[src/rtl/fetch_ctrl.sv]
// fetch_ctrl: PC owner and instruction-bus sequencer in front of fetch/decode.
// Presents one registered instruction (pc, instr, valid) at a time, holds it
// under stall and drops stale in-flight fetches on execute redirects.
// Optional build macro: FETCH_MISALIGN_TRAP_EN. When defined, a redirect to a
// target with pc[1:0]!=0 is not fetched; a misaligned-fetch marker entry is
// presented instead. When undefined, redirect_pc[1:0] is forced to 2'b00 and
// out_misalign is constant 0.
//
// Handshake: ireq_valid/ireq_addr form a request that stays stable until the
// single-cycle iresp_data_ok pulse; at most one request is ever outstanding and
// a data_ok outside FETCH/DRAIN is ignored. out_valid marks a live entry that is
// consumed on any cycle where it is high and stall is low.
module fetch_ctrl #(
    parameter logic [63:0] PC_RESET = 64'h8000_0000,
    parameter logic [63:0] PC_STEP  = 64'd4
) (
    input  logic        clk,
    input  logic        reset,
    output logic        ireq_valid,
    output logic [63:0] ireq_addr,
    input  logic        iresp_data_ok,
    input  logic [31:0] iresp_data,
    input  logic        stall,
    input  logic        redirect_valid,
    input  logic [63:0] redirect_pc,
    output logic        out_valid,
    output logic [63:0] out_pc,
    output logic [31:0] out_instr,
    output logic        out_misalign,
    output logic [1:0]  dbg_state
);

`ifdef FETCH_MISALIGN_TRAP_EN
    localparam bit TRAP_EN = 1'b1;
`else
    localparam bit TRAP_EN = 1'b0;
`endif

    typedef enum logic [1:0] {
        FETCH   = 2'd0,
        DRAIN   = 2'd1,
        PRESENT = 2'd2
    } state_t;

    state_t      state, state_n;
    logic [63:0] req_addr, req_addr_n;
    logic [63:0] next_pc, next_pc_n;
    logic        out_valid_n;
    logic [63:0] out_pc_n;
    logic [31:0] out_instr_n;
    logic        out_misalign_n;

    logic [63:0] redir_tgt;
    logic [63:0] drain_tgt;
    logic        redir_mis;
    logic        drain_mis;

    assign ireq_valid = ((state == FETCH) || (state == DRAIN)) && !reset;
    assign ireq_addr  = req_addr;
    assign dbg_state  = state;

    // Redirect target as used by the FSM; without the trap the low bits are
    // simply cleared, so the misaligned flags are constant 0.
    always_comb begin
        redir_tgt = TRAP_EN ? redirect_pc : {redirect_pc[63:2], 2'b00};
        drain_tgt = redirect_valid ? redir_tgt : next_pc;
        redir_mis = TRAP_EN && (redir_tgt[1:0] != 2'b00);
        drain_mis = TRAP_EN && (drain_tgt[1:0] != 2'b00);
    end

    // Next-state and next-output logic; every register holds by default.
    always_comb begin
        state_n        = state;
        req_addr_n     = req_addr;
        next_pc_n      = next_pc;
        out_valid_n    = out_valid;
        out_pc_n       = out_pc;
        out_instr_n    = out_instr;
        out_misalign_n = out_misalign;
        unique case (state)
            FETCH: begin
                if (iresp_data_ok && !redirect_valid) begin
                    out_valid_n    = 1'b1;
                    out_misalign_n = 1'b0;
                    out_pc_n       = req_addr;
                    out_instr_n    = iresp_data;
                    req_addr_n     = req_addr + PC_STEP;
                    state_n        = PRESENT;
                end else if (iresp_data_ok && redirect_valid) begin
                    // Response belongs to the old path: drop it.
                    if (redir_mis) begin
                        out_valid_n    = 1'b1;
                        out_misalign_n = 1'b1;
                        out_pc_n       = redir_tgt;
                        out_instr_n    = 32'd0;
                        state_n        = PRESENT;
                    end else begin
                        req_addr_n = redir_tgt;
                    end
                end else if (redirect_valid) begin
                    // Request still outstanding; it must finish before refetch.
                    next_pc_n = redir_tgt;
                    state_n   = DRAIN;
                end
            end
            DRAIN: begin
                if (iresp_data_ok) begin
                    if (drain_mis) begin
                        out_valid_n    = 1'b1;
                        out_misalign_n = 1'b1;
                        out_pc_n       = drain_tgt;
                        out_instr_n    = 32'd0;
                        state_n        = PRESENT;
                    end else begin
                        req_addr_n = drain_tgt;
                        state_n    = FETCH;
                    end
                end else if (redirect_valid) begin
                    next_pc_n = redir_tgt;
                end
            end
            PRESENT: begin
                if (redirect_valid) begin
                    if (redir_mis) begin
                        out_valid_n    = 1'b1;
                        out_misalign_n = 1'b1;
                        out_pc_n       = redir_tgt;
                        out_instr_n    = 32'd0;
                    end else begin
                        out_valid_n    = 1'b0;
                        out_misalign_n = 1'b0;
                        req_addr_n     = redir_tgt;
                        state_n        = FETCH;
                    end
                end else if (!stall) begin
                    out_valid_n    = 1'b0;
                    out_misalign_n = 1'b0;
                    state_n        = FETCH;
                end
            end
            default: begin
                state_n = FETCH;
            end
        endcase
    end

    // State and output registers with synchronous reset.
    always_ff @(posedge clk) begin
        if (reset) begin
            state        <= FETCH;
            req_addr     <= PC_RESET;
            next_pc      <= PC_RESET;
            out_valid    <= 1'b0;
            out_pc       <= 64'd0;
            out_instr    <= 32'd0;
            out_misalign <= 1'b0;
        end else begin
            state        <= state_n;
            req_addr     <= req_addr_n;
            next_pc      <= next_pc_n;
            out_valid    <= out_valid_n;
            out_pc       <= out_pc_n;
            out_instr    <= out_instr_n;
            out_misalign <= out_misalign_n;
        end
    end

endmodule

[config.mk]
export PLATFORM = sky130hd
export DESIGN_NAME = fetch_ctrl
export DESIGN_NICKNAME = d
export VERILOG_FILES = /design/src/rtl/fetch_ctrl.sv
export SDC_FILE = /design/constraint.sdc
export NUM_CORES = 1
export LEC_CHECK = 0
export ABC_AREA = 1
export CORE_MARGIN = 5
export CORE_UTILIZATION = 36
export DETAILED_ROUTE_END_ITERATION = 7
export DONT_BUFFER_PORTS = 1
export PLACE_DENSITY = 0.56
export SLEW_MARGIN = 10
export SYNTH_ARGS = -nofsm -noshare
export SYNTH_HDL_FRONTEND = slang
export SYNTH_SLANG_ARGS = --single-unit
[constraint.sdc]
create_clock -name clk -period 3.4 [get_ports clk]
set_input_delay 0.17 -clock clk [delete_from_list [all_inputs] [get_ports clk]]
set_output_delay 0.17 -clock clk [all_outputs]
set_load 0.02 [all_outputs]
* After elaboration in Yosys (flattened, before gate mapping)
Cells that the tools add are included.
** Operators by class
- Add/subtract/negate cells :: 1
- Equal/unequal tests :: 12
- Reductions and logical operators :: 15
- Mux-type cells :: 23
** Operators by type and width (count)
- $mux W64 :: 8
- $pmux W64 S3 :: 1
- $pmux W64 S2 :: 1
- $add A64 B3 Y64 const B :: 1
- $mux W2 :: 6
- $reduce_and A4 Y1 :: 3
- $ne A2 B2 Y1 const B :: 5
- $ne A3 B3 Y1 const B :: 2
- $pmux W2 S3 :: 1
- $mux W1 :: 4
- $pmux W1 S2 :: 2
- $reduce_bool A2 Y1 :: 2
- $logic_and A1 B1 Y1 :: 3
- $ne A3 B1 Y1 const B :: 1
- $ne A3 B2 Y1 const B :: 1
- $reduce_and A3 Y1 :: 1
- $reduce_bool A3 Y1 :: 1
- $eq A2 B1 Y1 const B :: 1
- $eq A2 B2 Y1 const B :: 1
- $logic_not A1 Y1 :: 2
- $logic_not A2 Y1 :: 1
- $ne A2 B1 Y1 const B :: 1
- $reduce_and A2 Y1 :: 1
- $logic_or A1 B1 Y1 :: 1
** Storage, ports and cells
- Flip-flop bits (word level) :: 228
- Input port bits :: 101
- Word-level logic and storage cells :: 58
- Output and inout bits :: 165

* Logic depth before layout (Yosys ltp)
- Depth after elaboration :: 4
- Mapped depth :: 14
- Gate-level depth less buffers :: 14

* Worst setup path after synthesis
No wires, ideal clock.
- Path type :: reg-to-reg
- Start :: register state[0], in the netlist dbg_state[0]
- End :: register req_addr[11], in the netlist ireq_addr[11]
- Buffers on the path :: 2
- Library setup time :: 132 ps
- Arrival :: 1726 ps
- Clock period less this slack :: 1858 ps
- Setup slack :: 1542 ps
- Required time :: 3268 ps
- Stages on the path, launching flop included :: 8
- Cells stage by stage :: dfxtp_1 inv_1 ha_1 clkbuf_1 clkbuf_1 o221ai_1 nand3_1 a21oi_1
** On the way
- Cells in the longest elaborated chain, start to end :: 3
- Elaborated cells on any way between the ends :: 9
- Those cells by class :: eq/ne (5); mux (1); reduce/logical (3)
** Ends and longest elaborated chain
- start, declared :: line 45 : state_t state, state_n;
- start signal, assigned :: line 158 : state <= state_n;
- $eq A2 B2 Y1, or another cell as far along :: line 80 : unique case (state)
- $ne A2 B2 Y1 (no source line), or another cell as far along
- $reduce_and A4 Y1 (no source line)
- end signal, assigned :: line 159 : req_addr <= req_addr_n;
- end, declared :: line 46 : logic [63:0] req_addr, req_addr_n;
Several ways; a longest one is shown, not always the timed one.
A chain may end at the register's enable or synchronous reset.

* Worst setup path after layout
- Start :: register state[1], in the netlist dbg_state[1]
- End :: register req_addr[57], in the netlist ireq_addr[57]
The elaborated chain is that of the path after synthesis.

==> metrics <==
Clock transition at path regs=0.06 ns; DRC viols=0; Synth area leaders=dfxtp_1 (38%), nand2_1 (12%), nor2_1 (11%); Clock Tree Root=clkbuf_16; number of global-route vias before repair=11500; Chip Height=193.3 um; Worst Path Arrival=3.38 ns; Synthesized Nets=1925; Synth top area share=37.56%; Layout Nets=1950; sequential area share after synthesis=37.56%; Port Buffers=0; Final setup viols=0; largest area contributor in the netlist=dfxtp_1; Tightest Hold Check Type=input port to flip-flop; CTS tree=done; cts hold-fix bufs=100; global-route wire length before repair=71440 um; VDD IR max=0.5666 mV; Synth Instances=1819; Critical Path Source Type=flip-flop; Fillers=3564; die area=0.03737 mm2; largest net degree at the start of global routing=127; fraction of layout cells with a size suffix above 1=5.579%; Starting DRT DRC Count=791; GRT busiest layer=met2; Worst Tran Pin Value=1.105 ns; RSZ-0062 raised after global routing=false; H-Tree Depth=1; syn_area_per_cell=6.651 um2; Seq cells post-synth=227; vias per inst=5.390; Post-CTS Resized=0; HPWL Detailed=32360 um; Hold Fails Final Rpt=0; count leader, synth=nand2_1; Slew Viols, Final=0; min Tclk post-route=2.962 ns; power density over cell area=905.8 mW/mm2; Fmax=337.6 MHz; Max-cap violations=0; post-route non-filler standard cell count=2313; CTS buffer count=27; status=completed; core area=0.03336 mm2; clock latency on the worst-skew pair=0.54 ns; M2 GR Usage=41.47%; initial antenna violation count=1; kind of critical path=flip-flop to flip-flop; Async SR Flop Fraction=0%; Final TNS setup=0 ns; Max Root-Sink Buffers=3; met3 Track Usage GR=5.723%; Crit path required time=3.82 ns; post-CTS setup buffers=0; Setup Skew=0.01562 ns; worst rel slew slack=26.35%; dpl cells=2163; Synth warnings=0; Worst Path Max Fanout=88; Final ANT Viol Nets=0; top cells by count, synth=nand2_1 (375), nor2_1 (360), a21oi_1 (264); WL/cell=20.62 um; I/O Pins=266; GR Layer Usage met1=29.17%; Syn Std Cell Area=0.01210 mm2; Via Count=12470; DIE WIDTH=193.3 um; Post-synth top flop=dfxtp_1; CTS sink count=227; gr usage total=23.81%; Placement Rows=67; Starting Density=36.26%; number of synthesized flops with an enable pin=0; leakage=5.435 nW; P&R area growth vs syn=18.74%; gpl congestion=0.8524; GR Overflow Total=0; wirelength, routed=47690 um; Synth cell types=36; CP endpoint kind=flip-flop; period utilisation layout=87.11%; router iterations before antenna repair=5
## state kept, by name (all words and copies together) (netlist names)
register and cells:
ireq_addr 64, out_pc 64, out_instr 32, next_pc 64, out_valid 1, dbg_state 2
## critical path, stage by stage, from the launching register on
cell and delay [ns]:
dfxtp_1 0.56, ha_2 0.59, a21oi_1 0.19, nand2_4 0.26
buf_12 0.35, a21oi_1 0.08, nand2_1 0.08, a21oi_1 0.06
dlygate4sd3_1 0.59
## cells in the final DEF (no fill, tap or decap), types with 3 or more instances in the layout
cell / instances
a211oi_1: 61
a21oi_1: 264
buf_12: 4
buf_4: 10
bufinv_16: 4
clkbuf_16: 27
clkbuf_8: 7
clkinv_2: 4
clkinvlp_4: 3
dfxtp_1: 227
dlygate4sd3_1: 98
ha_1: 3
inv_1: 59
inv_2: 7
mux2i_1: 54
nand2_1: 374
nand2_2: 8
nand3_1: 46
nand4_1: 10
nor2_1: 360
nor2_2: 10
nor2_4: 7
o211ai_1: 4
o21ai_0: 149
o21ai_1: 10
o21bai_1: 8
o22ai_1: 4
xnor2_1: 6
xor2_1: 12
## kinds of logic after synthesis
group / share of synthesized area [%]
buffers and inverters: 6.061
flip-flops: 37.56
AND/OR/NAND/NOR: 27.42
AO/OA/AOI/OAI: 22.64
XOR/XNOR: 1.303
adder cells (fa/ha/maj): 0.5171
other: 0.03100
multiplexers: 4.468
## worst paths after layout
check,cells past startpoint,slack (ns),start,to
min reg2reg,2,0.46,next_pc[1]$_SDFFE_PP0P_,next_pc[1]$_SDFFE_PP0P_
max reg2reg,8,0.44,dbg_state[1]$_SDFFE_PP0P_,ireq_addr[57]$_SDFFE_PP0P_
min,4,0.02,redirect_pc[40],ireq_addr[40]$_SDFFE_PP0P_
max,8,0.44,dbg_state[1]$_SDFFE_PP0P_,ireq_addr[57]$_SDFFE_PP0P_
## metrics by stage
| stage | instance area (um2) | util [%] | worst slack [ns] | hold WS (ns) | total power (W) |
|---|---|---|---|---|---|
| floorplan | 12100 | - | 1.542 | 0.3049 | 0.008130 |
| CTS | 14360 | 43.05 | 0.4762 | 0.0009136 | 0.01311 |
| global placement | 12370 | 37.07 | 0.7172 | 0.2951 | 0.009696 |
| finish | 14370 | 43.05 | 0.4383 | 0.01821 | 0.01301 |
| global route | 14370 | 43.05 | 0.3536 | 0.03608 | 0.01386 |
| detailed placement | 12370 | 37.07 | 0.6662 | 0.2995 | 0.009781 |
## layer usage
layer / wire (um) / vias to the layer above
met1: 19530 / 5848
met4: 1667 / 0
met5: 0 / -
met3: 3434 / 87
li1: - / 6117
met2: 23060 / 416
## power by group
group | total, W | switching (W) | internal [W]
sequential | 0.00546 | 0.00198 | 0.00348
combinational | 0.00444 | 0.00290 | 0.00155
clock | 0.00310 | 0.00119 | 0.00191
## area by class of cell
class | instances | area [um2] | share of cell area, %
Tap cell | 448 | 560.5 | 3.902
Multi-Input combinational cell | 1407 | 6855 | 47.72
Inverter | 67 | 251.5 | 1.751
Timing Repair Buffer | 114 | 1191 | 8.292
Sequential cell | 227 | 4544 | 31.63
Antenna cell | 1 | 2.502 | 0.01742
Clock buffer | 36 | 779.5 | 5.426
Clock inverter | 13 | 180.2 | 1.254
Note: power is estimated with default switching activity, not from simulation.
